[src/rtl/fg_cfg_pkg.sv]
// Shared definitions for the frequency-generator configuration writer.
// Holds register-file geometry, the writer FSM state encoding and small
// helpers for selecting register bytes and walking the write mask.
package fg_cfg_pkg;

  localparam int unsigned NUM_REGS = 7;
  localparam int unsigned CR_W     = 8;
  localparam int unsigned CFG_W    = NUM_REGS * CR_W;
  localparam int unsigned ADDR_W   = 3;
  localparam int unsigned PHASE_W  = 4;

  typedef enum logic [2:0] {
    StIdle    = 3'd0,
    StDisable = 3'd1,
    StSetup   = 3'd2,
    StStrobe  = 3'd3,
    StHold    = 3'd4,
    StDone    = 3'd5
  } fg_state_e;

  // Index of the lowest set bit; 0 when the mask is empty.
  function automatic logic [ADDR_W-1:0] lowest_set(input logic [NUM_REGS-1:0] m);
    logic [ADDR_W-1:0] idx;
    idx = '0;
    for (int i = NUM_REGS - 1; i >= 0; i--) begin
      if (m[i]) idx = ADDR_W'(i);
    end
    return idx;
  endfunction

  // CR0 sits in the most significant byte of the packed configuration word.
  function automatic logic [CR_W-1:0] cfg_byte(input logic [CFG_W-1:0]  cfg,
                                               input logic [ADDR_W-1:0] idx);
    int unsigned lsb;
    lsb = CR_W * (NUM_REGS - 1 - 32'(idx));
    return CR_W'(cfg >> lsb);
  endfunction

endpackage

[src/rtl/fg_cfg_phase_timer.sv]
// Phase timer for the configuration writer.
// A 4-bit down-counter: load_i copies load_val_i in, otherwise it counts
// down and parks at zero. zero_o flags the last cycle of a phase.
//   clk_i, rst_i  : clock, synchronous active-high reset
//   load_i        : load strobe
//   load_val_i    : phase length minus one
//   zero_o        : counter is zero
module fg_cfg_phase_timer
  import fg_cfg_pkg::*;
(
  input  logic               clk_i,
  input  logic               rst_i,
  input  logic               load_i,
  input  logic [PHASE_W-1:0] load_val_i,
  output logic               zero_o
);

  logic [PHASE_W-1:0] cnt_q;

  always_ff @(posedge clk_i) begin
    if (rst_i) begin
      cnt_q <= '0;
    end else if (load_i) begin
      cnt_q <= load_val_i;
    end else if (cnt_q != '0) begin
      cnt_q <= cnt_q - 1'b1;
    end
  end

  assign zero_o = (cnt_q == '0);

endmodule

[src/rtl/fg_cfg_writer.sv]
// Configuration writer for the frequency generator's register file.
// On start, disables the generator, then for each set mask bit (lowest
// first) presents address/data, pulses the active-low write strobe and
// holds the bus long enough for the generator's WR synchronizer, then
// restores the requested enable and pulses done. All outputs registered.
//   clk_i, rst_i  : clock, synchronous active-high reset
//   start_i       : request an update (honoured only when idle)
//   cfg_i         : {CR0..CR6}, CR0 in bits 55:48
//   mask_i        : bit k selects CRk
//   run_i         : desired generator run state
//   busy_o/done_o : update in progress / one-cycle completion pulse
//   data_o/addr_o : register bus
//   wr_n_o        : active-low write strobe
//   enable_n_o    : active-low generator enable
module fg_cfg_writer
  import fg_cfg_pkg::*;
#(
  parameter int unsigned DIS_CYCLES   = 3,
  parameter int unsigned SETUP_CYCLES = 2,
  parameter int unsigned WR_CYCLES    = 2,
  parameter int unsigned HOLD_CYCLES  = 4
) (
  input  logic                clk_i,
  input  logic                rst_i,
  input  logic                start_i,
  input  logic [CFG_W-1:0]    cfg_i,
  input  logic [NUM_REGS-1:0] mask_i,
  input  logic                run_i,
  output logic                busy_o,
  output logic                done_o,
  output logic [CR_W-1:0]     data_o,
  output logic [ADDR_W-1:0]   addr_o,
  output logic                wr_n_o,
  output logic                enable_n_o
);

  fg_state_e           state_q;
  logic [CFG_W-1:0]    cfg_q;
  logic [NUM_REGS-1:0] pend_q;  // registers still to be written
  logic                run_q;

  logic               tmr_load;
  logic [PHASE_W-1:0] tmr_val;
  logic               tmr_zero;
  logic [ADDR_W-1:0]  next_idx;

  assign next_idx = lowest_set(pend_q);

  // Reload whenever a phase ends; the value is the length of the phase
  // the FSM enters next. Idle keeps the disable length preloaded.
  always_comb begin
    tmr_load = (state_q == StIdle) || tmr_zero;
    tmr_val  = '0;
    unique case (state_q)
      StIdle:            tmr_val = PHASE_W'(DIS_CYCLES - 1);
      StDisable, StHold: tmr_val = PHASE_W'(SETUP_CYCLES - 1);
      StSetup:           tmr_val = PHASE_W'(WR_CYCLES - 1);
      StStrobe:          tmr_val = PHASE_W'(HOLD_CYCLES - 1);
      default:           tmr_val = '0;
    endcase
  end

  fg_cfg_phase_timer u_timer (
    .clk_i      (clk_i),
    .rst_i      (rst_i),
    .load_i     (tmr_load),
    .load_val_i (tmr_val),
    .zero_o     (tmr_zero)
  );

  always_ff @(posedge clk_i) begin
    if (rst_i) begin
      state_q    <= StIdle;
      cfg_q      <= '0;
      pend_q     <= '0;
      run_q      <= 1'b0;
      busy_o     <= 1'b0;
      done_o     <= 1'b0;
      data_o     <= '0;
      addr_o     <= '0;
      wr_n_o     <= 1'b1;
      enable_n_o <= 1'b1;
    end else begin
      done_o <= 1'b0;
      unique case (state_q)
        StIdle: begin
          enable_n_o <= ~run_i;
          wr_n_o     <= 1'b1;
          busy_o     <= 1'b0;
          if (start_i) begin
            cfg_q  <= cfg_i;
            pend_q <= mask_i;
            run_q  <= run_i;
            busy_o <= 1'b1;
            if (mask_i == '0) begin
              state_q <= StDone;
              done_o  <= 1'b1;
            end else begin
              state_q    <= StDisable;
              enable_n_o <= 1'b1;
            end
          end
        end
        StDisable: begin
          if (tmr_zero) begin
            state_q <= StSetup;
            addr_o  <= next_idx;
            data_o  <= cfg_byte(cfg_q, next_idx);
            pend_q  <= pend_q & ~(NUM_REGS'(1) << next_idx);
          end
        end
        StSetup: begin
          if (tmr_zero) begin
            state_q <= StStrobe;
            wr_n_o  <= 1'b0;
          end
        end
        StStrobe: begin
          if (tmr_zero) begin
            state_q <= StHold;
            wr_n_o  <= 1'b1;
          end
        end
        StHold: begin
          if (tmr_zero) begin
            if (pend_q == '0) begin
              state_q    <= StDone;
              done_o     <= 1'b1;
              enable_n_o <= ~run_q;
            end else begin
              state_q <= StSetup;
              addr_o  <= next_idx;
              data_o  <= cfg_byte(cfg_q, next_idx);
              pend_q  <= pend_q & ~(NUM_REGS'(1) << next_idx);
            end
          end
        end
        StDone: begin
          state_q    <= StIdle;
          busy_o     <= 1'b0;
          enable_n_o <= ~run_i;
        end
        default: state_q <= StIdle;
      endcase
    end
  end

endmodule

[config.mk]
export PLATFORM = sky130hd
export DESIGN_NAME = fg_cfg_writer
export DESIGN_NICKNAME = d
export VERILOG_FILES = /design/src/rtl/fg_cfg_pkg.sv /design/src/rtl/fg_cfg_phase_timer.sv /design/src/rtl/fg_cfg_writer.sv
export SDC_FILE = /design/constraint.sdc
export NUM_CORES = 1
export LEC_CHECK = 0
export ABC_AREA = 1
export BUFFER_PORTS_ARGS = -buffer_cell sky130_fd_sc_hd__buf_2
export CAP_MARGIN = 15
export CORE_MARGIN = 2
export CORE_UTILIZATION = 59
export CTS_CLUSTER_DIAMETER = 60
export DETAILED_ROUTE_END_ITERATION = 7
export PLACE_DENSITY = 0.83
export SYNTH_ARGS = -nofsm -noshare
export SYNTH_HDL_FRONTEND = slang
export SYNTH_HIERARCHICAL = 1
export SYNTH_SLANG_ARGS = --single-unit
[constraint.sdc]
create_clock -name clk_i -period 4.55 [get_ports clk_i]
set_input_delay 0.455 -clock clk_i [delete_from_list [all_inputs] [get_ports clk_i]]
set_output_delay 0.455 -clock clk_i [all_outputs]
set_load 0.01 [all_outputs]
== Yosys cells after proc, flatten, opt, wreduce, memory -nomap -nowiden ==
Index checks and enable logic that the tools add are counted.

* Logic and storage cells: 96
* Input port bits: 67
* Register bits: 86

* Shift-type cells: 2
* Muxes and demuxes: 46
* Equality and inequality tests: 12
* Add/subtract/negate cells: 2
* Reduce and logical (&&, ||, !) cells: 19
* Bitwise operators: 4

{| class="wikitable"
|+ Operator list
! operator !! count
|-
| right shift 56 x 32 -> 8 bit || 1
|-
| 2-to-1 mux 3 bit || 17
|-
| 2-to-1 mux 7 bit || 4
|-
| 2-to-1 mux 8 bit || 3
|-
| one-hot mux 7 bit (3 select lines) || 1
|-
| one-hot mux 8 bit (2 select lines) || 1
|-
| one-hot mux 3 bit (5 select lines) || 1
|-
| zero test 7 bit || 2
|-
| inequality test 2 bit (second input constant) || 7
|-
| 2-to-1 mux 1 bit || 11
|-
| AND reduction 5 bit || 2
|-
| nonzero test 3 bit || 3
|-
| 2-to-1 mux 4 bit || 2
|-
| AND 7 bit || 1
|-
| NOT 7 bit || 1
|-
| << shifter 1 x 3 -> 7 bit (first input constant) || 1
|-
| equality test 3 x 2 -> 1 bit (second input constant) || 2
|-
| equality test 3 bit (second input constant) || 2
|-
| one-hot mux 1 bit (3 select lines) || 2
|-
| one-hot mux 2 bit (3 select lines) || 1
|-
| one-hot mux 3 bit (2 select lines) || 1
|-
| AND reduction 3 bit || 2
|-
| nonzero test 2 bit || 3
|-
| zero test 4 bit || 1
|-
| other kinds (11) || 13
|}

== Logic depth before layout (Yosys ltp) ==
Gate-level depths: netlist (run 1).

* Depth after elaboration: 13
* Depth in mapped cells: 18

== Cells and area by module ==
The synthesis (run 1) kept the hierarchy.

{| class="wikitable"
|+ Modules (own cells, without submodules)
! module !! cells each !! area each (um^2) !! times used !! seq. area each (um^2)
|-
| fg_cfg_writer || 579 || 3923.8 || 1 || 1641.6
|-
| fg_cfg_phase_timer || 40 || 247.7 || 1 || 80.1
|}

== Least setup slack after synthesis (run 1) ==
Ideal clock, no wire load.

* Path type: register -> register
* Start: register pend_q[4]
* End: register data_o[6]
* Slack: 2366 ps
* Cell stages (with the launch flop): 19
* Arrival: 2052 ps
* Setup time: 132 ps
* Data required time: 4418 ps
* Path through: dfxtp_1 inv_1 nand2_1 nand2_1 nand2_1 nand2_4 nand2_2 inv_2 buf_6 ha_1 clkbuf_1 inv_1 clkbuf_1 o21ai_0 nand2_1 nand2_1 nand2_1 nand3_1 a21oi_1

* Word-level cells in the longest chain between the ends: 10
* Elaborated cells on any way between the ends: 14
* Classes of those cells: add/sub (1); eq/ne (1); shift (1); mux (9); reduce/logical (2)

{| class="wikitable"
|+ RTL lines
! what !! line !! source
|-
| from (decl) || fg_cfg_writer.sv:39 || <nowiki>logic [NUM_REGS-1:0] pend_q;</nowiki>
|-
| from (signal assigned) || fg_cfg_writer.sv:92 || <nowiki>pend_q <= mask_i;</nowiki>
|-
| from (signal assigned) || fg_cfg_writer.sv:109 || <nowiki>pend_q <= pend_q & ~(NUM_REGS'(1) << next_idx);</nowiki>
|-
| from (signal assigned) || fg_cfg_writer.sv:134 || <nowiki>pend_q <= pend_q & ~(NUM_REGS'(1) << next_idx);</nowiki>
|-
| 2-to-1 mux 3 bit * (5 in series) || fg_cfg_pkg.sv:26 || <nowiki>if (m[i]) idx = ADDR_W'(i);</nowiki>
|-
| named net next_idx[0] || fg_cfg_writer.sv:45 || <nowiki>logic [ADDR_W-1:0] next_idx;</nowiki>
|-
| subtractor 3 x 3 -> 4 bit * || fg_cfg_pkg.sv:35 || <nowiki>lsb = CR_W * (NUM_REGS - 1 - 32'(idx));</nowiki>
|-
| right shift 56 x 32 -> 8 bit * || fg_cfg_pkg.sv:36 || <nowiki>return CR_W'(cfg >> lsb);</nowiki>
|-
| 2-to-1 mux 8 bit || fg_cfg_writer.sv:126 || <nowiki>if (pend_q == '0) begin</nowiki>
|-
| 2-to-1 mux 8 bit || fg_cfg_writer.sv:125 || <nowiki>if (tmr_zero) begin</nowiki>
|-
| one-hot mux 8 bit (2 select lines) * || fg_cfg_writer.sv:85 || <nowiki>unique case (state_q)</nowiki>
|-
| to (signal assigned) || fg_cfg_writer.sv:108 || <nowiki>data_o <= cfg_byte(cfg_q, next_idx);</nowiki>
|-
| to (signal assigned) || fg_cfg_writer.sv:133 || <nowiki>data_o <= cfg_byte(cfg_q, next_idx);</nowiki>
|-
| to (decl) || fg_cfg_writer.sv:31 || <nowiki>output logic [CR_W-1:0] data_o,</nowiki>
|}

Mark *: on every way through the listed nets, which the timed path passes. The rest lies on a longest branch. The select of a mux whose other input is x is not followed.
A chain may end at the register's enable or synchronous reset.

== Final worst setup path (run 1) ==
* Start: register pend_q[4]
* End: register data_o[2]

* Word-level cells in the longest chain between the ends: 10
* Elaborated cells on any way between the ends: 14
* Classes of those cells: add/sub (1); eq/ne (1); shift (1); mux (9); reduce/logical (2)

{| class="wikitable"
|+ RTL lines
! what !! line
|-
| 2-to-1 mux 3 bit (5 in series) || fg_cfg_pkg.sv:26
|-
| subtractor 3 x 3 -> 4 bit || fg_cfg_pkg.sv:35
|-
| right shift 56 x 32 -> 8 bit || fg_cfg_pkg.sv:36
|-
| 2-to-1 mux 8 bit || fg_cfg_writer.sv:126
|-
| 2-to-1 mux 8 bit || fg_cfg_writer.sv:125
|-
| one-hot mux 8 bit (2 select lines) || fg_cfg_writer.sv:85
|}

Several ways; a longest one is shown, not always the timed one. The select of a mux whose other input is x is not followed.

==> results of run 1 <==
-- registers in the layout (all words and copies together), names as in the netlist --
signal,count
addr_o,3
busy_o,1
cfg_q,56
data_o,8
done_o,1
enable_n_o,1
pend_q,7
run_q,1
state_q,3
u_timer/cnt_q,4
wr_n_o,1
-- routing by layer --
layer,track usage (%),share of wire (%),wire (µm)
met4,9.50,1.5,158
met3,4.62,6.9,710
met2,41.7,44,4530
met1,39.1,47,4870
met5,0,0,0
-- stage by stage --
stage	cells	hold slack [ns]	worst slack [ns]
after floorplan	620	0.430	2.37
after global placement	769	0.448	1.48
after detailed placement	769	0.454	1.38
after CTS	785	0.316	1.34
after global routing	785	0.318	0.939
final	785	0.321	1.27
-- report_power, final --
| group | switching [µW] | internal, µW | total, µW |
|---|---|---|---|
| logic | 1150 | 558 | 1710 |
| clock network | 320 | 216 | 536 |
| registers | 130 | 954 | 1080 |
| total | 1600 | 1730 | 3330 |
-- how the worst min path moves through the flow --
stage	from	endpoint	slack, ns
global placement	run_q	run_q	0.45
global route	cfg_i[43]	cfg_q[43]	0.32
detailed placement	data_o[4]	data_o[4]	0.45
finish	cfg_i[38]	cfg_q[38]	0.32
floorplan	cfg_q[17]	cfg_q[17]	0.43
CTS	cfg_i[38]	cfg_q[38]	0.32
-- cells by family after synthesis --
| family | Yosys count | share of synthesized area (%) |
|---|---|---|
| and+or+nand+nor | 319 | 32.4 |
| DFF | 86 | 41.3 |
| buffers and inverters | 78 | 8.43 |
| other | 1 | 0.0899 |
| adders and majority gates | 6 | 1.80 |
| AOI/OAI and AO/OA | 129 | 16.0 |
-- layout by cell type, fill, tap and decap left out --
master    netlist  routed
clkinv_8        0       1
nand4_1         2       2
nand2_4         4       4
o21ai_2         1       1
nor2_4          1       1
nor3_1          2       2
nand2_2         7       7
inv_1          39      39
clkinv_2        1       1
ha_1            6       6
a21oi_1        89      89
nand2_1       223     223
buf_4           7       2
dfxtp_1        86      86
nor2_1         24      24
buf_2           7      81
conb_1          1       2
inv_8           0       2
inv_6           0       2
o21ai_1         1       1
and3_1          1       1
o21ai_0        32      32
nand3_2         3       3
clkinv_4        0       2
clkbuf_8        0       9
nand3_1        47      47
a31oi_1         1       1
a211oi_1        1       1
nor2_2          4       4
a21oi_2         2       2
inv_2           8       8
or2_0           1       1
o211ai_1        1       1
a41oi_1         1       1
-- critical path, cell delays in order, from the launching register on --
cell	delay, ns
dfxtp_1	0.37
inv_1	0.05
nand2_1	0.05
nand2_1	0.05
nand2_1	0.11
nand2_4	0.10
nand2_2	0.43
inv_2	0.28
ha_1	0.68
inv_1	0.40
o21ai_0	0.28
nand2_1	0.10
nand2_1	0.07
nand2_1	0.05
nand3_1	0.08
a21oi_1	0.06
-- layout make-up --
type,count,area [µm²]
multi-input cells,456,2100
repair buffers,83,420
clock inverters,7,73.8
well taps,96,120
fillers,614,2090
clock buffers,9,124
inverters,48,181
flip-flops and latches,86,1720
==> out/metrics.yaml, run 1 <==
clocking:
  cts.repair.resized: 0
  clock_sinks: 86
  cts_setup_buffers: 0
  cts.path.max_buffers: 2
  cts_root_buffer: "clkbuf_8"
  hold_buffers: 0
  clk_latency_ns: 0.37
  path_clk_slew_ns: 0.10
  cts_inserted_buffers: 9
  cts_tree: "yes"
  h-tree-depth: 3
yosys:
  synth_edf_count: 0
  seq_area_frac_synth_pct: 41.3
  async_flop_share_pct: 0
  synthCells: 619
  postSynthAreaPerCell_um2: 6.74
  yosysTopAreaCellShare_pct: 41.3
  post_synth_instance_area_um2: 4170
  yosysTopAreaCell: "dfxtp_1"
  synth_area_leaders: "dfxtp_1, nand2_1, a21oi_1"
  ys_seq_elements: 86
  synth.distinct_cells: 31
  yosys_warnings: 6
  synth_most_common_cell: "nand2_1"
  synthTopCellsByCount: "nand2_1, a21oi_1, dfxtp_1, nand3_1, inv_1"
  synth-main-ff-cell: "dfxtp_1"
critical_path:
  crit_path_end_kind: "register"
  rrSetupSlack_ns: 1.27
  required_ns: 4.77
  cp_data_arrival_time_ns: 3.51
  start_kind: "register"
  r2r_cells: 15
  crit_start: "pend_q[4]"
  timing.rr.end: "data_o[2]"
  r2r-start: "pend_q[4]"
  crit_path_end: "data_o[2]"
  crit_fanout: 34
  crit_type: "register to register"
global_route:
  grt_max_degree: 73
  grt_overflow_total: 0
  antenna_found_initial: 0
  grt_pass1_vias: 3644
  grt_pass1_wl_um: 16600
  grtUsageTotal_pct: 27.3
sta:
  setup_viol: 0
  rsz0062_at_grt: "false"
  fmax_mhz: 305
  skew_ns: 0.0124
  period_needed_ns: 3.28
  period_share_pct: 72.2
  maxSlewViolCount: 0
  worstMarginPinSlew_ns: 0.850
  final-hold-violation-count: 0
  setup-tns-final_ns: 0
  relSlewSlack_pct: 43.3
pwr:
  finalPower_uw: 3330
  powerDensity_nw_per_um2: 702
  leakagePower_uw: 0.00216
  peakVddDrop_mv: 0.689
layout:
  post-route-cell-area_um2: 4740
  final_util_pct: 69.4
  nNetsFinal: 757
  area_delta_synth_final_pct: 13.7
  n_antenna_cell: 0
  drive_gt1_share_pct: 18.9
place:
  dpl_cell_area_um2: 4550
  gp_congestion: 0.893
  place_hpwl_um: 7210
  port_buffers: 81
drt:
  drc: 0
  drt_iter0_drc: 291
  vias: 4161
  routedWlPerCell_um: 13.1
  antenna_left: 0
  wl_um: 10300
  first_pass_iters: 5
  viasPerCell: 5.30
worst_hold_path:
  min_path_type: "input port to register"
  holdPathStages: 3
floorplanning:
  core_area_um2: 6830
  die_area_um2: 7760
  ios: 82
  std_cell_rows: 30
  die_x_um: 88.1
  initial_utilization_pct: 61.1
  die_y_um: 88.1
flow_run:
  drv_cap: 0
outcome:
  status: "complete, no violations"
Note: power is estimated with default switching activity, not from simulation.
==> inputs of run 2 (changes only) <==
CORE_UTILIZATION = 50   (was 59)
PLACE_DENSITY = 0.74   (was 0.83)
clock period = 2.9 ns   (was 4.55 ns; I/O delays follow)
==> out/metrics.yaml, run 2 (synthesis gave the netlist of run 1 again) <==
sta:
  rsz0062_at_grt: "false"  # unchanged
  fmax_mhz: 418  # was 305 MHz
  final-hold-violation-count: 0  # unchanged
  setup_viol: 0  # unchanged
  relSlewSlack_pct: 50.3  # was 43.3%
  setup_slack_ns: 0.510  # was 1.27 ns
  period_needed_ns: 2.39  # was 3.28 ns
  period_share_pct: 82.4  # was 72.2%
  skew_ns: 0.00586  # was 0.0124 ns
  whs_ns: 0.181  # was 0.321 ns
  worstMarginPinSlew_ns: 0.744  # was 0.850 ns
  maxSlewViolCount: 0  # unchanged
  setup-tns-final_ns: 0  # unchanged
drt:
  viasPerCell: 5.19  # was 5.30
  routedWlPerCell_um: 13.0  # was 13.1 µm
  drt_iter0_drc: 312  # was 291
  first_pass_iters: 5  # unchanged
  drc: 0  # unchanged
  wl_um: 10400  # was 10300 µm
  antenna_left: 0  # unchanged
  vias: 4130  # was 4161
clocking:
  cts_tree: "yes"  # unchanged
  cts_root_buffer: "clkbuf_8"  # unchanged
  cts_setup_buffers: 0  # unchanged
  hold_buffers: 0  # unchanged
  path_clk_slew_ns: 0.08  # was 0.10 ns
  clock_sinks: 86  # unchanged
  h-tree-depth: 3  # unchanged
  cts_inserted_buffers: 9  # unchanged
  cts.repair.resized: 0  # unchanged
  cts.path.max_buffers: 2  # unchanged
  clk_latency_ns: 0.35  # was 0.37 ns
place:
  place_hpwl_um: 7380  # was 7210 µm
  place_ws_ns: 0.570  # was 1.38 ns
  gp_congestion: 0.955  # was 0.893
  port_buffers: 81  # unchanged
  dp.cells: 780  # was 769
layout:
  fillerInstances: 827  # was 614
  area_delta_synth_final_pct: 14.1  # was 13.7%
  drive_gt1_share_pct: 19.0  # was 18.9%
  top_regs: "cfg_q: 56 flops, data_o: 8 flops, pend_q: 7 flops"  # unchanged
  n_antenna_cell: 0  # unchanged
  final_common_cell: "nand2_1"  # unchanged
  stdcell_count: 795  # was 785
  largest-register: "cfg_q"  # unchanged
  layout_common_cells: "nand2_1, a21oi_1, dfxtp_1"  # unchanged
  largest_reg_flops: 56  # unchanged
  nNetsFinal: 759  # was 757
worst_hold_path:
  min_path_type: "input port to register"  # unchanged
floorplanning:
  die_x_um: 95.3  # was 88.1 µm
  core_area_um2: 8130  # was 6830 µm²
  std_cell_rows: 33  # was 30
  ios: 82  # unchanged
  initial_utilization_pct: 51.3  # was 61.1%
  die_area_um2: 9090  # was 7760 µm²
  die_y_um: 95.3  # was 88.1 µm
outcome:
  status: "complete, no violations"  # unchanged
flow_run:
  drv_cap: 0  # unchanged
pwr:
  p_sw_share_pct: 46.7  # was 48.1%
  peakVddDrop_mv: 0.707  # was 0.689 mV
  p_int_uw: 2800  # was 1730 µW
  pwr-share-comb_pct: 52.0  # was 51.3%
  finalPower_uw: 5250  # was 3330 µW
  seqPwrFrac_pct: 32.2  # was 32.6%
  leakagePower_uw: 0.00217  # was 0.00216 µW
  p_switching_uw: 2450  # was 1600 µW
  clockPowerShare_pct: 15.8  # was 16.1%
  powerDensity_nw_per_um2: 1100  # was 702 nW/µm²
critical_path:
  crit_path_end_kind: "register"  # unchanged
  crit_fanout: 21  # was 34
  cp_data_arrival_time_ns: 2.66  # was 3.51 ns
  cp_slowest_cell: "inv_1"  # was ha_1
  start_kind: "register"  # unchanged
  required_ns: 3.17  # was 4.77 ns
  critPathMaxStageDelay_ns: 0.45  # was 0.68 ns
  crit_top_cell: "nand2_1"  # unchanged
  critical_path.cell_chain: "nand2_1 -> nand2_1 -> nand2_1 -> nand2_4 -> nand2_2 -> inv_2 -> ha_1 -> inv_1 -> o21ai_0 -> nand2_1 -> nand2_1 -> nand2_1 -> nand3_1 -> a21oi_1"  # was inv_1 -> nand2_1 -> nand2_1 -> nand2_1 -> nand2_4 -> nand2_2 -> inv_2 -> ha_1 -> inv_1 -> o21ai_0 -> nand2_1 -> nand2_1 -> nand2_1 -> nand3_1 -> a21oi_1
  crit_type: "register to register"  # unchanged
global_route:
  grt_overflow_total: 0  # unchanged
  grt_pass1_vias: 3740  # was 3644
  antenna_found_initial: 0  # unchanged
  grtUsageTotal_pct: 23.9  # was 27.3%
  grt_pass1_wl_um: 17300  # was 16600 µm
  grt_max_degree: 73  # unchanged
run 2: cell count changes in the layout (fill, tap and decap cells not counted):
cell       delta
buf_4         +2
clkinv_4      -2
inv_6         -2
clkbuf_8      +1
clkinv_8      -1
inv_8         -2
bufinv_16     +1
clkinv_2      +4
run 2: critical path, delay by kind of cell (launching register included):
kind / cells / cell delay, ns
buffers and inverters: 2 / 0.70
AND/OR/NAND/NOR: 9 / 0.67
AO/OA/AOI/OAI: 2 / 0.28
flip-flops: 1 / 0.36
adder cells (fa/ha/maj): 1 / 0.30
run 2: power by group through the flow:
stage               combinational, µW  clock [µW]  sequential (µW)
finish                           2730         828             1690
global route                     3140         889             1720
CTS                              2710         835             1690
detailed placement               2690           0             1710
global placement                 2640           0             1710
floorplan                        2170           0             1700
run 2: area by class of cell:
type | instances | area (µm²) | area share, %
tap | 105 | 131 | 2.76
clock inverter | 5 | 50.0 | 1.05
inverter | 48 | 181 | 3.81
sequential | 86 | 1720 | 36.2
timing repair buffer | 85 | 435 | 9.15
multi-input combinational | 456 | 2100 | 44.2
clock buffer | 10 | 138 | 2.89
run 2: routing by layer:
layer  global-route usage [%]  part of all wire [%]  wire length (µm)
met1                     35.5                    50              5150
met2                     35.0                    43              4510
met3                     3.64                   5.3               549
met5                        0                     0                 0
met4                     8.33                   1.5               160
run 2: through the flow:
stage / util, % / cell area [µm²]
2_1_floorplan: - / 4180
3_3_place_gp: 56.2 / 4570
3_5_place_dp: 56.2 / 4570
4_1_cts: 58.5 / 4760
5_1_grt: 58.5 / 4760
6_report: 58.5 / 4760
run 2: worst paths after layout:
kind / slack, ns / startpoint / cells after the start / to
worst min register to register: 0.47 / data_o[3] / 2 / data_o[3]
worst min-delay path: 0.18 / cfg_i[48] / 3 / cfg_q[48]
worst max register to register: 0.51 / pend_q[5] / 14 / data_o[6]
worst max-delay path: 0.51 / pend_q[5] / 14 / data_o[6]
